File: config.mk
export PLATFORM = sky130hd
export DESIGN_NAME = note_player
export DESIGN_NICKNAME = d
export VERILOG_FILES = /design/src/rtl/audio_pkg.sv /design/src/rtl/note_fifo.sv /design/src/rtl/note_player.sv
export SDC_FILE = /design/constraint.sdc
export NUM_CORES = 1
export LEC_CHECK = 0
export CAP_MARGIN = 5
export CORE_MARGIN = 2
export CORE_UTILIZATION = 54
export CTS_CLUSTER_DIAMETER = 200
export CTS_CLUSTER_SIZE = 20
export DETAILED_ROUTE_END_ITERATION = 7
export PLACE_DENSITY = 0.69
export SETUP_SLACK_MARGIN = 0.2
export SLEW_MARGIN = 20
export SYNTH_ARGS = -nofsm -noshare
export SYNTH_HDL_FRONTEND = slang
export SYNTH_HIERARCHICAL = 1
export SYNTH_SLANG_ARGS = --single-unit
File: constraint.sdc
create_clock -name clk -period 9.62 [get_ports clk]
set_input_delay 1.924 -clock clk [delete_from_list [all_inputs] [get_ports clk]]
set_output_delay 1.924 -clock clk [all_outputs]
set_load 0.02 [all_outputs]
File: src/rtl/audio_pkg.sv
// Shared audio definitions for the PLY note path.
//   - note period constants in clk cycles at 50 MHz (c_low = C4 ... f_high = F5)
//   - play_state_t : note player sequencing states
//   - note_cmd_t   : one queued note command (period + beat count), 24 bits
package audio_pkg;

   localparam logic [20:0] c_low  = 21'd191117;
   localparam logic [20:0] d_low  = 21'd170265;
   localparam logic [20:0] e_low  = 21'd151685;
   localparam logic [20:0] f_low  = 21'd143172;
   localparam logic [20:0] g_low  = 21'd127551;
   localparam logic [20:0] a_low  = 21'd113636;
   localparam logic [20:0] b_low  = 21'd101239;
   localparam logic [20:0] c_high = 21'd95557;
   localparam logic [20:0] d_high = 21'd85131;
   localparam logic [20:0] e_high = 21'd75843;
   localparam logic [20:0] f_high = 21'd71586;

   typedef enum logic [1:0] {
      IDLE,
      TONE,
      GAP
   } play_state_t;

   typedef struct packed {
      logic [20:0] period;
      logic [2:0]  beats;
   } note_cmd_t;

endpackage

File: src/rtl/note_fifo.sv
// Circular queue of note commands.
// Ports:
//   clk, rst_n     clock, async active-low reset
//   clear          synchronous empty (drops every entry)
//   push, din      write request and 24-bit entry
//   pop, dout      read request; dout shows the head entry whenever not empty
//   count          number of stored entries
//   full, empty    occupancy flags
// A push while full is taken only when a pop happens in the same cycle.
module note_fifo #(
   parameter int DEPTH = 4
) (
   input  logic                     clk,
   input  logic                     rst_n,
   input  logic                     clear,
   input  logic                     push,
   input  logic [23:0]              din,
   input  logic                     pop,
   output logic [23:0]              dout,
   output logic [$clog2(DEPTH):0]   count,
   output logic                     full,
   output logic                     empty
);

   localparam int PTR_W = $clog2(DEPTH);

   logic [23:0]      mem [DEPTH];
   logic [PTR_W-1:0] wr_ptr;
   logic [PTR_W-1:0] rd_ptr;
   logic             do_push;
   logic             do_pop;

   assign full    = (count == (PTR_W+1)'(DEPTH));
   assign empty   = (count == '0);
   assign do_pop  = pop & ~empty;
   assign do_push = push & (~full | do_pop);
   assign dout    = mem[rd_ptr];

   always_ff @(posedge clk) begin
      if (do_push && !clear) begin
         mem[wr_ptr] <= din;
      end
   end

   always_ff @(posedge clk or negedge rst_n) begin
      if (!rst_n) begin
         wr_ptr <= '0;
         rd_ptr <= '0;
         count  <= '0;
      end else if (clear) begin
         wr_ptr <= '0;
         rd_ptr <= '0;
         count  <= '0;
      end else begin
         if (do_push) begin
            wr_ptr <= wr_ptr + 1'b1;
         end
         if (do_pop) begin
            rd_ptr <= rd_ptr + 1'b1;
         end
         if (do_push && !do_pop) begin
            count <= count + 1'b1;
         end else if (do_pop && !do_push) begin
            count <= count - 1'b1;
         end
      end
   end

endmodule

File: src/rtl/note_player.sv
// Note player: queues PLY note commands and plays each one as a square-wave
// PCM stream timed by a BPM-driven beat accumulator, followed by a silent gap.
// Ports:
//   clk, rst_n               clock, async active-low reset
//   note_valid/note_ready    command handshake (beats==0 is accepted and dropped)
//   note_period, note_beats  square-wave period in clk cycles, length in beats
//   bpm                      tempo, used live (0 behaves as 1)
//   sample_out               signed 16-bit PCM sample
//   playing                  a note or its gap is being output
//   fifo_count               queued commands
//   idle                     nothing playing and nothing queued
//   flush                    only with NOTE_PLAYER_FLUSH_EN defined: drops the
//                            queue and the current note
//
// state | meaning
// IDLE  | silent; pops the next command when the queue is non-empty
// TONE  | square wave for beats_left beats
// GAP   | silent articulation gap, GAP_CYCLES cycles
//
// sample_out/playing/idle are registered from the state the FSM was in
// before the edge, so the audible note starts one edge after the pop.
module note_player
   import audio_pkg::*;
#(
   parameter int CLK_HZ     = 50000000,
   parameter int FIFO_DEPTH = 4,
   parameter int AMPLITUDE  = 8000,
   parameter int GAP_CYCLES = 500000
) (
   input  logic                          clk,
   input  logic                          rst_n,
   input  logic                          note_valid,
   output logic                          note_ready,
   input  logic [20:0]                   note_period,
   input  logic [2:0]                    note_beats,
   input  logic [10:0]                   bpm,
`ifdef NOTE_PLAYER_FLUSH_EN
   input  logic                          flush,
`endif
   output logic [15:0]                   sample_out,
   output logic                          playing,
   output logic [$clog2(FIFO_DEPTH):0]   fifo_count,
   output logic                          idle
);

   localparam logic [63:0]        BEAT_LIMIT = 64'(CLK_HZ) * 64'd60;
   localparam int                 ACC_W      = $clog2(BEAT_LIMIT + 64'd2048);
   localparam logic [ACC_W-1:0]   LIMIT_W    = ACC_W'(BEAT_LIMIT);
   localparam int                 GAP_W      = (GAP_CYCLES > 2) ? $clog2(GAP_CYCLES) : 1;
   localparam logic [GAP_W-1:0]   GAP_LOAD   = (GAP_CYCLES > 0) ? GAP_W'(GAP_CYCLES - 1) : '0;
   localparam logic [15:0]        AMP_POS    = 16'(AMPLITUDE);
   localparam logic [15:0]        AMP_NEG    = 16'(-AMPLITUDE);

   play_state_t      state;
   note_cmd_t        wr_cmd;
   note_cmd_t        rd_cmd;
   logic [23:0]      rd_raw;
   logic             fifo_push;
   logic             fifo_pop;
   logic             fifo_full;
   logic             fifo_empty;
   logic             flush_i;

   logic [20:0]      period;
   logic [20:0]      ph;
   logic [2:0]       beats_left;
   logic [ACC_W-1:0] acc;
   logic [ACC_W-1:0] acc_sum;
   logic [10:0]      bpm_eff;
   logic             beat_tick;
   logic [GAP_W-1:0] gap_cnt;
   logic [15:0]      tone_level;

`ifdef NOTE_PLAYER_FLUSH_EN
   assign flush_i = flush;
`else
   assign flush_i = 1'b0;
`endif

   assign note_ready = ~fifo_full & ~flush_i;
   assign wr_cmd     = {note_period, note_beats};
   assign fifo_push  = note_valid & note_ready & (note_beats != 3'd0);
   assign fifo_pop   = (state == IDLE) & ~fifo_empty & ~flush_i;
   assign rd_cmd     = note_cmd_t'(rd_raw);

   note_fifo #(
      .DEPTH (FIFO_DEPTH)
   ) u_fifo (
      .clk   (clk),
      .rst_n (rst_n),
      .clear (flush_i),
      .push  (fifo_push),
      .din   (wr_cmd),
      .pop   (fifo_pop),
      .dout  (rd_raw),
      .count (fifo_count),
      .full  (fifo_full),
      .empty (fifo_empty)
   );

   // Beat accumulator: one tick each time acc crosses CLK_HZ*60; the
   // remainder carries to the next beat so average beat length is exact.
   assign bpm_eff   = (bpm == 11'd0) ? 11'd1 : bpm;
   assign acc_sum   = acc + ACC_W'(bpm_eff);
   assign beat_tick = (state == TONE) && (acc_sum >= LIMIT_W);

   always_comb begin
      tone_level = '0;
      if (period >= 21'd2) begin
         tone_level = (ph < (period >> 1)) ? AMP_POS : AMP_NEG;
      end
   end

   always_ff @(posedge clk or negedge rst_n) begin
      if (!rst_n) begin
         state      <= IDLE;
         period     <= '0;
         ph         <= '0;
         beats_left <= '0;
         acc        <= '0;
         gap_cnt    <= '0;
         sample_out <= '0;
         playing    <= 1'b0;
         idle       <= 1'b1;
      end else if (flush_i) begin
         state      <= IDLE;
         period     <= '0;
         ph         <= '0;
         beats_left <= '0;
         acc        <= '0;
         gap_cnt    <= '0;
         sample_out <= '0;
         playing    <= 1'b0;
         idle       <= 1'b1;
      end else begin
         sample_out <= (state == TONE) ? tone_level : 16'd0;
         playing    <= (state == TONE) || (state == GAP);
         idle       <= (state == IDLE) && fifo_empty;

         case (state)
            IDLE: begin
               if (!fifo_empty) begin
                  period     <= rd_cmd.period;
                  beats_left <= rd_cmd.beats;
                  ph         <= '0;
                  acc        <= '0;
                  state      <= TONE;
               end
            end

            TONE: begin
               // Written as ph+1 >= period so periods 0 and 1 stay bounded.
               ph  <= ((ph + 21'd1) >= period) ? 21'd0 : ph + 21'd1;
               acc <= beat_tick ? (acc_sum - LIMIT_W) : acc_sum;
               if (beat_tick) begin
                  if (beats_left == 3'd1) begin
                     beats_left <= '0;
                     if (GAP_CYCLES == 0) begin
                        state <= IDLE;
                     end else begin
                        gap_cnt <= GAP_LOAD;
                        state   <= GAP;
                     end
                  end else begin
                     beats_left <= beats_left - 3'd1;
                  end
               end
            end

            GAP: begin
               if (gap_cnt == '0) begin
                  state <= IDLE;
               end else begin
                  gap_cnt <= gap_cnt - 1'b1;
               end
            end

            default: state <= IDLE;
         endcase
      end
   end

endmodule

# [Word-level counts from Yosys, hierarchy flattened]
# Memory sizes are Yosys's and may differ from the RTL's.
# Cells that the tools add are included.
[classes] n_lt_le_gt_ge=4 n_mux=27 eq_ne=9 reduce_logical=20 bitwise=8 n_addsub=9
[op_table] operator="32-bit two-way mux" count=2
[op_table] operator="32-bit case mux with 2 select lines" count=1
[op_table] operator="19-bit two-way mux" count=3
[op_table] operator="16-bit two-way mux" count=3
[op_table] operator="21-bit two-way mux" count=2
[op_table] operator="21-bit case mux with 2 select lines" count=1
[op_table] operator="19-bit case mux with 2 select lines" count=1
[op_table] operator="32-bit by 11-bit adder with 32-bit output" count=1
[op_table] operator="32-bit >= comparator, second input constant" count=1
[op_table] operator="32-bit subtractor, second input constant" count=1
[op_table] operator="21-bit by 1-bit adder with 21-bit output, second input constant" count=1
[op_table] operator="21-bit by 2-bit >= comparator with 1-bit output, second input constant" count=1
[op_table] operator="21-bit >= comparator" count=1
[op_table] operator="21-bit by 20-bit less-than comparator with 1-bit output" count=1
[op_table] operator="19-bit zero test" count=1
[op_table] operator="19-bit by 1-bit subtractor with 19-bit output, second input constant" count=1
[op_table] operator="3-bit two-way mux" count=5
[op_table] operator="11-bit zero test" count=1
[op_table] operator="11-bit two-way mux" count=1
[op_table] operator="2-bit two-way mux" count=4
[op_table] operator="4-bit AND reduction" count=2
[op_table] operator="2-bit != test, second input constant" count=3
[op_table] operator="2-bit case mux with 3 select lines" count=1
[op_table] operator="3-bit case mux with 2 select lines" count=1
[op_table] operator="21 further kinds" count=37
[word_totals] ramBits=96 out_inout_bits=22 regBits=123 wordCells=90 input_bits=38 mem_count=1
[mem_list] memory="u_fifo.mem" words=4 width=24 read_ports=1 rd_clocked_by_memory_dff=0 wr=1 line="note_fifo.sv:27" rtl="logic [23:0] mem [DEPTH];"

# [Depth between registers and ports, before layout]
[logic_depth] word_depth=10 ltp_mapped=18 ltp_nobuf=17

# [Modules after synthesis]
# Netlist, hierarchy kept.
[modules_own_cells] mod="note_player" n_inst=1 cells_per_inst=860 seq_area_each_um2=2578.7 area_each_um2=7576.0
[modules_own_cells] mod="note_fifo" n_inst=1 cells_per_inst=189 seq_area_each_um2=3057.9 area_each_um2=4041.4

# [Least setup slack after synthesis]
# OpenSTA, ideal clock, no wires.
[synth_timing] path_type="input to register" startpoint="in bpm[2]" endpoint="reg acc[27]" setup_slack_ns=4.147 path_buffers=0 path_stages=17 setup_time_ns=0.127 required_time_ns=9.493 t_arrival_ns=5.347 path_cell_list="nor4_1 -> a31o_2 -> ha_1 -> fa_1 -> a21oi_1 -> o211ai_1 -> and2_1 -> o211ai_1 -> ha_1 -> nor4bb_1 -> o21ai_0 -> a41oi_1 -> a21oi_1 -> or2_2 -> a31o_1 -> a31oi_1 -> mux2i_1"
[synth_via] elab_chain_len=7 word_cells_on_any_way=8 cone_classes="add/sub (2); order compare (1); mux (3); reduce/logical (2)"
[synth_rtl] item="start, declared" line="note_player.sv:36" rtl="input logic [10:0] bpm,"
[synth_rtl] item="11-bit zero test" line="note_player.sv:103" rtl="assign bpm_eff = (bpm == 11'd0) ? 11'd1 : bpm;"
[synth_rtl] item="11-bit two-way mux *" line="note_player.sv:103"
[synth_rtl] item="32-bit by 11-bit adder with 32-bit output *" line="note_player.sv:104" rtl="assign acc_sum = acc + ACC_W'(bpm_eff);"
[synth_rtl] item="32-bit >= comparator" line="note_player.sv:105" rtl="assign beat_tick = (state == TONE) && (acc_sum >= LIMIT_W);"
[synth_rtl] item="1-bit logical AND" line="note_player.sv:105"
[synth_rtl] item="32-bit two-way mux *" line="note_player.sv:154" rtl="acc <= beat_tick ? (acc_sum - LIMIT_W) : acc_sum;"
[synth_rtl] item="32-bit case mux with 2 select lines *" line="note_player.sv:140" rtl="case (state)"
[synth_rtl] item="end signal, assigned" line="note_player.sv:154"
[synth_rtl] item="end, declared" line="note_player.sv:67" rtl="logic [ACC_W-1:0] acc;"
# Every way passes the cells marked *; elsewhere a longest branch is shown, timed or not.
# A chain may end at the register's enable or synchronous reset.

# [Final worst setup path]
[layout_timing] startpoint="in bpm[1]" endpoint="reg acc[27]"
# The elaborated chain is that of the path after synthesis.

==> results.sh <==
export IMPL_post_cts_buffers=0
export IMPL_die_x_um=151
export IMPL_clock_path_buffers=3
export IMPL_drv_cap=0
export IMPL_grt_max_degree=71
export IMPL_synth_avg_cell_area_sq_um=11.1
export IMPL_slew_violations=0
export IMPL_grt_pass1_wl_um=39600
export IMPL_hpwl_um=16300
export IMPL_crit_path_cell_trace="clkdlybuf4s50_1, nor4_1, a31o_2, ha_1, fa_1, a21oi_1, o21ai_1, a21oi_2, xnor2_1, nor4bb_1, o21ai_0, a41oi_1, a21oi_1, or2_2, a31o_1, a31oi_1, mux2i_1"
export IMPL_ys_ff_latch=206
export IMPL_grt_util_all_layers_pct=21.7
export IMPL_vias_per_cell=5.89
export IMPL_setup_slack_ns=3.41
export IMPL_pre_cts_ws_ns=3.03
export IMPL_ys_types=91
export IMPL_start_util_pct=55.1
export IMPL_clk_pin_slew_ns=0.09
export IMPL_switching_share_pct=38.2
export IMPL_crit_path_end_kind="register"
export IMPL_drive_above_1_share_pct=9.75
export IMPL_grt_overflow=0
export IMPL_pwr_density_cell_nw_per_um2=232
export IMPL_ys_seq_area_share_pct=48.5
export IMPL_die_area_sq_um=22700
export IMPL_crit_slowest_cell="clkdlybuf4s50_1"
export IMPL_p_sw_mw=1.13
export IMPL_hold_buffers=0
export IMPL_row_count=53
export IMPL_period_needed_ns=6.21
export IMPL_seq_power_share_pct=38.8
export IMPL_n_antenna_cell=0
export IMPL_post_route_util_pct=60.5
export IMPL_wl_um=23700
export IMPL_drtPass1Iterations=5
export IMPL_maxSlewHeadroom_pct=31.0
export IMPL_slowest_delay_ns=0.54
export IMPL_cts_htree_levels=1
export IMPL_tritoncts="yes"
export IMPL_grt_pass1_vias=7823
export IMPL_skew_ns=0.0227
export IMPL_ir_drop_v=0.000181
export IMPL_core_sq_um=21100
export IMPL_place_gp_congestion=0.868
export IMPL_crit_path_start_kind="primary input"
export IMPL_p_comb_share_pct=41.1
export IMPL_synthCells=1049
export IMPL_r2r_slack_ns=5.21
export IMPL_p_int_mw=1.83
export IMPL_clk_latency_ns=0.48
export IMPL_hp_class="reg -> reg"
export IMPL_criticalPathCategory="in -> reg"
export IMPL_crit_arrival_ns=6.58
export IMPL_critical_path_required_ns=9.99
export IMPL_fin_crit_sh_pct=64.5
export IMPL_post_drt_wl_per_cell_um=17.4
export IMPL_drc=0
export IMPL_fin_tns_setup_ns=0
export IMPL_async_flop_share_pct=53.4
export IMPL_cts_root_buf="clkbuf_16"
export IMPL_syn_cell_area_sq_um=11600
export IMPL_syn_to_final_growth_pct=9.91
export IMPL_max_freq_mhz=161
export IMPL_ant_nets=0
export IMPL_run_status="complete, no violations"
export IMPL_nets=1182
export IMPL_cts_sinks=206
export IMPL_num_vias=8022
export IMPL_yosysWarnings=6
export IMPL_dieHeight_um=151
export IMPL_io_pin_count=60
export IMPL_clkPwrFrac_pct=20.1
export IMPL_cts_resized=0
export IMPL_drt_iter0_markers=530
export IMPL_leakage_nw=5.17
export IMPL_rsz0062_at_grt="false"
export IMPL_grt_antenna_before_repair=0
export IMPL_ys_flop_type="dfrtp_1"
export IMPL_finalSetupViolCount=0
export IMPL_cts_made_buffers=14
export IMPL_io_buffers=53
export IMPL_critical_path_max_fanout=10
export IMPL_crit_top_cell="a21oi_1"
export IMPL_report_final_hold_viol_count=0
export IMPL_worst_pin_slew_ns=1.03
export IMPL_synth_edf_count=96
-- worst paths after layout --
path	cells after the start	startpoint	end
max in group asynchronous	2	rst_n	u_fifo/rd_ptr[0]$_DFFE_PN0P_
hold reg to reg	2	gap_cnt[18]$_DFFE_PN0P_	gap_cnt[18]$_DFFE_PN0P_
setup reg to reg	18	ph[3]$_DFFE_PN0P_	ph[15]$_DFFE_PN0P_
hold / removal	2	gap_cnt[18]$_DFFE_PN0P_	gap_cnt[18]$_DFFE_PN0P_
setup / recovery	17	bpm[1]	acc[27]$_DFFE_PN0P_
min in group asynchronous	1	rst_n	sample_out[14]$_DFF_PN0_
-- cell families (layout without fill, tap and decap cells) --
kind of cell | after synthesis | count (layout) | share of synthesized area [%]
AOI/OAI and AO/OA | 250 | 250 | 14.9
xor gates and xnor gates | 64 | 64 | 4.89
adders and majority gates | 65 | 65 | 7.13
buffers and inverters | 106 | 133 | 4.18
DFF | 206 | 206 | 48.5
muxes | 37 | 37 | 5.86
other | 1 | 12 | 0.0323
and+or+nand+nor | 320 | 320 | 14.5
-- flip-flops by register name, indices dropped and copies added (netlist names) --
name           count
u_fifo/count       3
sample_out         3
u_fifo/wr_ptr      2
ph                21
beats_left         3
playing            1
acc               32
state              2
u_fifo/rd_ptr      2
period            21
idle               1
u_fifo/mem        96
gap_cnt           19
-- worst max-delay path: cells and delay by family --
family,cells,cell delay [ns]
compound gates,9,2.36
simple gates,3,0.79
fa+ha+maj,2,0.62
buf+inv,1,0.54
xor+xnor,1,0.23
mux,1,0.10
-- synthesized netlist by cell type (10+ instances only) --
cell	number	area (sq um)
o21ai_0	67	335
and3_1	15	93.8
edfxtp_1	96	2880
o21ai_1	13	65.1
buf_2	10	50.1
nor4_1	13	81.3
nor2_1	59	221
dfrtp_1	109	2730
a21o_1	23	173
or3_1	17	106
mux4_2	24	541
clkbuf_1	35	131
buf_4	16	120
nand3_1	19	95.1
ha_1	63	788
a21oi_1	39	195
a32o_1	13	130
a31oi_1	15	93.8
inv_1	42	158
xnor2_1	38	333
nand2_1	98	368
nand2b_1	13	81.3
nor3_1	12	60.1
or4_1	11	82.6
xor2_1	25	219
-- power by group through the flow --
| stage | combinational (mW) | clock [mW] | sequential (mW) |
|---|---|---|---|
| floorplan | 0.900 | 0 | 1.15 |
| global placement | 1.20 | 0 | 1.17 |
| detailed placement | 1.22 | 0 | 1.17 |
| CTS | 1.22 | 0.610 | 1.15 |
| global route | 1.36 | 0.642 | 1.17 |
| finish | 1.22 | 0.594 | 1.15 |
-- final cells by class --
cell class              instances  area (sq um)
multi-input cells             748          5580
fillers                      1743          8320
repair buffers                 67           633
clock inverters                 1          16.3
well taps                     275           344
inverters                      42           158
clock buffers                  23           405
flip-flops and latches        206          5640
-- metal layers --
| metal | vias to the layer above | global-route usage, % | wire (um) |
|---|---|---|---|
| li1 | 3927 | - | - |
| met1 | 3923 | 32.0 | 11500 |
| met2 | 147 | 34.9 | 10800 |
| met3 | 25 | 2.12 | 1030 |
| met4 | 0 | 4.95 | 358 |
| met5 | - | 0 | 0 |
-- metrics by stage --
stage               cells  power, mW  hold WS (ns)  area (sq um)
finish               1362       2.96         0.493         12800
floorplan            1060       2.05         0.448         11700
global route         1362       3.18         0.524         12800
global placement     1338       2.36         0.467         12300
CTS                  1362       2.98         0.494         12800
detailed placement   1338       2.38         0.471         12300
-- cell usage in the layout, fill, tap and decap left out, types with 11 or more instances in the layout --
master	n
a31oi_1	15
buf_4	15
a21oi_1	39
nor3_1	12
a32o_1	13
o21ai_1	12
nand2_1	98
and3_1	15
a21o_1	23
clkdlybuf4s50_1	52
conb_1	12
xnor2_1	38
inv_1	42
nor4_1	13
dfrtp_1	109
xor2_1	25
or3_1	17
nor2_1	59
nand2b_1	13
clkbuf_16	15
nand3_1	19
o21ai_0	67
edfxtp_1	96
or4_1	11
mux4_2	24
ha_1	63
Note: power is estimated with default switching activity, not from simulation.
